==> src/rtl/read_only_flash_pkg.sv <==
`default_nettype none
// +----------------------------------------------------------------------------+
// | read_only_flash_pkg                                                         |
// | Shared types and constants for the streaming SPI NOR read controller.       |
// | Revision: 1.0                                                               |
// +----------------------------------------------------------------------------+
package read_only_flash_pkg;

    localparam int         ADDR_BITS        = 24;
    localparam int         CMD_BITS         = 8;
    localparam int         DATA_BITS        = 8;
    localparam int         WORD_BITS        = CMD_BITS + ADDR_BITS;
    localparam int         CNT_W            = 6;
    localparam logic [7:0] READ_CMD_DEFAULT = 8'h03;

    typedef enum logic [2:0] {
        ST_IDLE  = 3'd0,
        ST_START = 3'd1,
        ST_CMD   = 3'd2,
        ST_ADDR  = 3'd3,
        ST_DATA  = 3'd4,
        ST_STOP  = 3'd5
    } state_t;

    // States in which the SPI clock toggles.
    function automatic logic is_clocking(input state_t s);
        return (s == ST_CMD) || (s == ST_ADDR) || (s == ST_DATA);
    endfunction

endpackage
`default_nettype wire

==> src/rtl/read_only_flash_spi_shift_phase.sv <==
`default_nettype none
// +----------------------------------------------------------------------------+
// | spi_shift_phase                                                             |
// | clk/2 SPI clock phase generator with transmit and receive shift registers.  |
// | Revision: 1.0                                                               |
// +----------------------------------------------------------------------------+
module spi_shift_phase #(
    parameter int WORD_BITS = 32
) (
    input  logic                 clk,
    input  logic                 reset,
    input  logic                 load,
    input  logic [WORD_BITS-1:0] load_word,
    input  logic                 run,
    input  logic                 so,
    output logic                 phase,
    output logic                 sample,
    output logic                 tx_bit,
    output logic [7:0]           rx_next
);

    logic [WORD_BITS-1:0] tx;
    logic [7:0]           rx;

    assign sample  = run & phase;
    assign tx_bit  = tx[WORD_BITS-1];
    assign rx_next = {rx[6:0], so};

    always_ff @(posedge clk or posedge reset) begin
        if (reset) begin
            phase <= 1'b0;
        end else if (run) begin
            phase <= ~phase;
        end else begin
            phase <= 1'b0;
        end
    end

    // Shifting on the edge that ends the high phase presents the next bit for the whole low phase.
    always_ff @(posedge clk or posedge reset) begin
        if (reset) begin
            tx <= '0;
        end else if (load) begin
            tx <= load_word;
        end else if (sample) begin
            tx <= {tx[WORD_BITS-2:0], 1'b0};
        end
    end

    // Dropping run discards any partially received byte.
    always_ff @(posedge clk or posedge reset) begin
        if (reset) begin
            rx <= '0;
        end else if (!run) begin
            rx <= '0;
        end else if (sample) begin
            rx <= rx_next;
        end
    end

endmodule
`default_nettype wire

==> src/rtl/read_only_flash.sv <==
`default_nettype none
// +----------------------------------------------------------------------------+
// | read_only_flash                                                             |
// | Streaming SPI NOR reader: READ opcode + 24-bit address, then bytes to halt. |
// | Revision: 1.0                                                               |
// +----------------------------------------------------------------------------+
module read_only_flash
    import read_only_flash_pkg::*;
#(
    parameter logic [7:0] READ_CMD = READ_CMD_DEFAULT
) (
    input  logic                 clk,
    input  logic                 reset,
    input  logic [ADDR_BITS-1:0] addr,
    input  logic                 rd,
    input  logic                 halt_rd,
    output logic [7:0]           q,
    output logic                 q_valid,
    output logic                 busy,
    output logic                 flash_cs_n,
    output logic                 flash_sck,
    output logic                 flash_si,
    input  logic                 flash_so
);

    localparam logic [CNT_W-1:0] CMD_LAST  = CNT_W'(CMD_BITS - 1);
    localparam logic [CNT_W-1:0] ADDR_LAST = CNT_W'(ADDR_BITS - 1);
    localparam logic [CNT_W-1:0] DATA_LAST = CNT_W'(DATA_BITS - 1);

    state_t           state;
    state_t           next_state;
    logic [CNT_W-1:0] bit_cnt;
    logic [CNT_W-1:0] bit_cnt_next;
    logic             emit;
    logic             load;
    logic             run;
    logic             phase;
    logic             sample;
    logic             tx_bit;
    logic [7:0]       rx_next;

    assign load = (state == ST_IDLE) && rd && !halt_rd;
    assign run  = is_clocking(state);

    spi_shift_phase #(
        .WORD_BITS (WORD_BITS)
    ) u_shift (
        .clk       (clk),
        .reset     (reset),
        .load      (load),
        .load_word ({READ_CMD, addr}),
        .run       (run),
        .so        (flash_so),
        .phase     (phase),
        .sample    (sample),
        .tx_bit    (tx_bit),
        .rx_next   (rx_next)
    );

    always_ff @(posedge clk or posedge reset) begin
        if (reset) begin
            state   <= ST_IDLE;
            bit_cnt <= '0;
            q       <= 8'h00;
            q_valid <= 1'b0;
        end else begin
            state   <= next_state;
            bit_cnt <= bit_cnt_next;
            q_valid <= emit;
            if (emit) begin
                q <= rx_next;
            end
        end
    end

    always_comb begin
        next_state   = state;
        bit_cnt_next = bit_cnt;
        emit         = 1'b0;
        case (state)
            ST_IDLE: begin
                bit_cnt_next = '0;
                if (load) begin
                    next_state = ST_START;
                end
            end
            ST_START: next_state = ST_CMD;
            ST_CMD: begin
                if (sample) begin
                    if (bit_cnt == CMD_LAST) begin
                        next_state   = ST_ADDR;
                        bit_cnt_next = '0;
                    end else begin
                        bit_cnt_next = bit_cnt + 1'b1;
                    end
                end
            end
            ST_ADDR: begin
                if (sample) begin
                    if (bit_cnt == ADDR_LAST) begin
                        next_state   = ST_DATA;
                        bit_cnt_next = '0;
                    end else begin
                        bit_cnt_next = bit_cnt + 1'b1;
                    end
                end
            end
            ST_DATA: begin
                if (sample) begin
                    if (bit_cnt == DATA_LAST) begin
                        bit_cnt_next = '0;
                        emit         = 1'b1;
                    end else begin
                        bit_cnt_next = bit_cnt + 1'b1;
                    end
                end
            end
            ST_STOP: begin
                next_state   = ST_IDLE;
                bit_cnt_next = '0;
            end
            default: begin
                next_state   = ST_IDLE;
                bit_cnt_next = '0;
            end
        endcase
        // A halt coinciding with a byte boundary suppresses that byte too.
        if (halt_rd && (state != ST_IDLE) && (state != ST_STOP)) begin
            next_state   = ST_STOP;
            bit_cnt_next = '0;
            emit         = 1'b0;
        end
    end

    assign busy       = (state != ST_IDLE);
    assign flash_cs_n = (state == ST_IDLE) || (state == ST_STOP);
    assign flash_sck  = run & phase;
    assign flash_si   = ((state == ST_START) || (state == ST_CMD) || (state == ST_ADDR)) ? tx_bit : 1'b0;

endmodule
`default_nettype wire

==> config.mk <==
export PLATFORM = sky130hd
export DESIGN_NAME = read_only_flash
export DESIGN_NICKNAME = d
export VERILOG_FILES = /design/src/rtl/read_only_flash_pkg.sv /design/src/rtl/read_only_flash_spi_shift_phase.sv /design/src/rtl/read_only_flash.sv
export SDC_FILE = /design/constraint.sdc
export NUM_CORES = 1
export LEC_CHECK = 0
export CORE_MARGIN = 4
export CORE_UTILIZATION = 48
export DETAILED_ROUTE_END_ITERATION = 8
export PLACE_DENSITY_LB_ADDON = 0.12
export SLEW_MARGIN = 25
export SYNTH_ARGS = -nofsm -noshare
export SYNTH_HDL_FRONTEND = slang
export SYNTH_SLANG_ARGS = --single-unit
==> constraint.sdc <==
create_clock -name clk -period 1.8 [get_ports clk]
set_input_delay 0.27 -clock clk [delete_from_list [all_inputs] [get_ports clk]]
set_output_delay 0.27 -clock clk [all_outputs]
set_load 0.1 [all_outputs]
======== Word-level counts from Yosys, hierarchy flattened ========
Cells that the tools add are included.
W data, S select, Z words.
word-level totals
  bits in registers ....................... 58
  input port bits ......................... 29
  output and inout bits ................... 13
cells by class
  add/subtract/negate cells ............... 1
  equality and inequality tests ........... 17
  muxes and demuxes ....................... 23
  bitwise gates (word level) .............. 2
  reductions and logical operators ........ 16
operators by type and width
  operator               number
  $mux W32               2
  $mux W6                5
  $mux W3                6
  $pmux W6 S3            1
  $ne A3 B3 Y1 const B   5
  $pmux W3 S5            1
  $mux W7                2
  $add A6 B1 Y6 const B  1
  $eq A3 B2 Y1 const B   2
  $eq A3 B3 Y1 const B   2
  $eq A6 B3 Y1 const B   1
  $eq A6 B5 Y1 const B   1
  $mux W1                6
  $reduce_and A6 Y1      1
  $logic_or A1 B1 Y1     5
  $logic_and A1 B1 Y1    4
  $ne A2 B2 Y1 const B   2
  $eq A3 B1 Y1 const B   1
  $logic_not A3 Y1       1
  $ne A3 B1 Y1 const B   1
  $ne A3 B2 Y1 const B   1
  $reduce_and A3 Y1      1
  $reduce_bool A3 Y1     1
  $ne A2 B1 Y1 const B   1
  other kinds (5)        5

======== Logic depth before layout (Yosys ltp) ========
  depth after elaboration ................. 7
  gate-level depth with buffers ........... 6
  gate-level depth less buffers ........... 5

======== Cells and area by module ========
A second synthesis with hierarchy kept.
unflattened totals
  cells, all modules ...................... 318
  area, all modules ....................... 3415.8 µm²
modules (own cells, without submodules)
  module           times used  cells each  area an instance (µm²)  sequential area each (µm²)
  spi_shift_phase  1           207         2301.0                  1001.0
  read_only_flash  1           111         1114.8                  450.4

======== Worst setup path before layout ========
No wires, ideal clock.
  path type ............................... register to output
  start point ............................. register state[1]
  end point ............................... output flash_si
  arrival time ............................ 2860 ps
  data required time ...................... 1530 ps
  setup slack ............................. -1330 ps
  cell stages (with the launch flop) ...... 4
  cells stage by stage .................... dfrtp_1 > buf_2 > nor2_1 > nor3b_1
on the way
  cells in the longest elaborated chain, start to end .. 4
  elaborated cells between the ends (all ways) .. 6
  classes of those cells .................. eq/ne: 3; mux: 1; reduce/logical: 2
RTL lines
  what                                          line                    RTL
  from (decl)                                   read_only_flash.sv:30   state_t state;
  from (signal assigned)                        read_only_flash.sv:67   state <= next_state;
  $eq A3 B1 Y1 or $eq A3 B2 Y1 (tied branches)  read_only_flash.sv:138  assign flash_si = ((state == ST_START) || (state == ST_CMD) || (state == ST_ADDR)) ? tx_bit : 1'b0;
  $logic_or A1 B1 Y1                            read_only_flash.sv:138
  $logic_or A1 B1 Y1 *                          read_only_flash.sv:138
  $mux W1 *                                     read_only_flash.sv:138
  to (decl)                                     read_only_flash.sv:22   output logic flash_si,
Every way passes the cells marked *; elsewhere a longest branch is shown, timed or not.

======== Worst setup path in the final report ========
  start point ............................. register state[2]
  end point ............................... output flash_cs_n
on the way
  cells in the longest elaborated chain, start to end .. 2
  elaborated cells between the ends (all ways) .. 3
  classes of those cells .................. eq/ne: 1; reduce/logical: 2
RTL lines
  what                                              line                    RTL
  $eq A3 B3 Y1 or $logic_not A3 Y1 (tied branches)  read_only_flash.sv:136  assign flash_cs_n = (state == ST_IDLE) || (state == ST_STOP);
  $logic_or A1 B1 Y1 *                              read_only_flash.sv:136
  to (decl)                                         read_only_flash.sv:20   output logic flash_cs_n,
Marks and branches as above.

==> flow_summary.json <==
{
  "peakVddDrop_uv": 985,
  "drive_gt1_frac": 0.233,
  "total_power_mw": 5.98,
  "rsz0062_at_grt": "true",
  "worst_pin_slew_ps": 449,
  "synthMostInstantiatedCell": "dfrtp_1",
  "rows": 27,
  "synth_flop_cell": "dfrtp_1",
  "finalNonFillerCells": 419,
  "synthArstFlopShare": 1.00,
  "skew_ps": 4.71,
  "yosysSeqAreaShare": 0.534,
  "root_buffer": "clkbuf_8",
  "die_area_um2": 6930,
  "grt-ovfl-total": 0,
  "synth_nets": 311,
  "p_seq_frac": 0.336,
  "n_antenna_cell": 0,
  "ys_top_cells_by_count": "dfrtp_1, nand2_1, nor2_1",
  "finalCriticalPeriod_ps": 1760,
  "grt_pass1_vias": 2169,
  "finalMaxSlewViolations": 0,
  "io_buffers": 41,
  "yosysTopAreaCell": "dfrtp_1",
  "postSynthCellCount": 281,
  "outcome": "complete, no violations",
  "ys_seq_elements": 58,
  "fill_cells": 438,
  "fin_nets": 372,
  "p_leak_nw": 1.73,
  "finalHoldViolCount": 0,
  "dieHeight_um": 83.2,
  "timing.fmax_mhz": 569,
  "core_area_um2": 5510,
  "clock_latency_ps": 340,
  "power.share.combinational": 0.429,
  "cp-end-kind": "primary output",
  "dr.pass1.iters": 5,
  "antenna_left": 0,
  "route.detailed.drc": 0,
  "crit_required_ps": 1530,
  "powerDensity_nw_per_um2": 1620,
  "cp.arrival_ps": 1490,
  "dp.cells": 397,
  "relSlewSlack": 0.699,
  "post_drt_via_cell_ratio": 5.29,
  "clock_path_buffers": 2,
  "tritoncts": "done",
  "start_kind": "flip-flop",
  "swShare": 0.371,
  "fin_crit_sh": 0.976,
  "antenna_found_initial": 0,
  "yosys_warnings": 0,
  "area_growth_pct": 36.3,
  "grt_max_degree": 43,
  "initial_core_util": 0.494,
  "p_int_mw": 3.77,
  "routed_wl_mm": 5.72,
  "drtIter0Drc": 124,
  "hold_path_class": "input pin to asynchronous set/reset pin",
  "syn_area_um2": 2720,
  "vias": 2216,
  "grt_util_all_layers": 0.177,
  "clk_pin_slew_ps": 70,
  "place.gp.congestion": 0.828,
  "syn_avg_cell_area_um2": 9.67,
  "setup_viol": 0,
  "crit_type": "flip-flop to primary output",
  "synth.area.top_cells": "dfrtp_1, nand2_1, nor2_1, nand3_1, mux2i_1",
  "cts_sinks": 58,
  "critPathMaxFanout": 8,
  "p_switching_mw": 2.22,
  "avgRoutedWirePerCell_um": 13.7,
  "io_pins": 42,
  "synth_edf_count": 0,
  "maxCapViolations": 0,
  "numCtsBuffers": 9,
  "die_width_um": 83.2,
  "yosysUniqueCellTypes": 43,
  "hpwl_mm": 3.84,
  "grt_pass1_wl_mm": 9.92,
  "clkPwrFrac": 0.235,
  "htree_levels": 3,
  "synth.top_cell.area_share": 0.534
}
## worst paths after layout
check	slack [ps]	cells past startpoint	endpoint	from
worst min-delay path	230	2	q[4]	reset
min in group clk	470	2	u_shift.tx[28]	u_shift.tx[27]
max in group asynchronous	1050	3	state[0]	reset
worst max-delay path	40	4	flash_cs_n	state[2]
worst max register to register	60	5	bit_cnt[2]	state[2]
worst min register to register	470	2	u_shift.tx[28]	u_shift.tx[27]
## layer usage
layer | up-vias | GRT usage | routed length [µm]
met5 | - | 0 | 0
met1 | 1063 | 0.217 | 2570
li1 | 1100 | - | -
met4 | 0 | 0.0535 | 61
met2 | 45 | 0.284 | 2780
met3 | 8 | 0.0744 | 302
## cells by family after synthesis
family / count (synthesis) / synth area share
AO/OA/AOI/OAI: 46 / 0.125
XOR/XNOR: 3 / 0.00967
adder cells (fa/ha/maj): 1 / 0.00460
buffers and inverters: 27 / 0.0437
flip-flops: 58 / 0.534
multiplexers: 17 / 0.0663
AND/OR/NAND/NOR: 129 / 0.216
## layout by cell type (no fill, tap or decap), types with 9 or more instances in the layout
cell type / netlist / final
nand2_1: 57 / 57
dfrtp_1: 58 / 55
buf_4: 0 / 31
clkdlybuf4s50_1: 0 / 28
nor2_1: 29 / 27
nand3_1: 19 / 19
a31oi_1: 13 / 13
clkbuf_8: 0 / 12
a22oi_1: 11 / 11
mux2i_1: 9 / 9
## stage by stage
step           worst slack [ps]  hold WS [ps]  cell area, µm²  TNS, ps  utilization
3_3_place_gp               69.4           450            3370        0        0.613
6_report                   43.0           232            3700        0        0.673
4_1_cts                   0.370           231            3630        0        0.660
2_1_floorplan              -359           398            2730     -360            -
3_5_place_dp               38.4           457            3370        0        0.613
5_1_grt                   -13.4           258            3700    -30.4        0.673
## power by group through the flow
stage / clock network, mW / logic, mW / registers, mW
finish: 1.41 / 2.56 / 2.01
floorplan: 0 / 1.71 / 1.90
detailed placement: 0 / 2.38 / 2.01
CTS: 1.44 / 2.42 / 2.00
global placement: 0 / 2.35 / 2.01
global route: 1.50 / 2.82 / 2.06
## final cells by class
| type | instances | area [µm²] | area share |
|---|---|---|---|
| Sequential cell | 58 | 1460 | 0.393 |
| Inverter | 8 | 30.0 | 0.00811 |
| Tap cell | 72 | 90.1 | 0.0243 |
| Timing Repair Buffer | 69 | 696 | 0.188 |
| Clock buffer | 12 | 165 | 0.0446 |
| Multi-Input combinational cell | 196 | 1190 | 0.323 |
| Clock inverter | 4 | 72.6 | 0.0196 |
## what timing repair did
action | in CTS | in global routing
hold buffers | 0 | 0
endpoints found under the setup margin | 3 | 8
buffers inserted | 1 | 5
resized for setup | 5 | 6
pin swaps | 1 | 3
## registers in the layout, indices dropped and copies added, names as in the netlist
| name | cells |
|---|---|
| q | 8 |
| u_shift.rx | 7 |
| u_shift.phase | 1 |
| bit_cnt | 6 |
| q_valid | 1 |
| state | 3 |
| u_shift.tx | 32 |
## worst max-delay path, stage by stage (launching register included)
cell and delay [ps]:
dfrtp_2 470, buf_4 180, xor2_1 180, nor2_2 130, buf_12 190
Power figures use the tool's default switching activity.
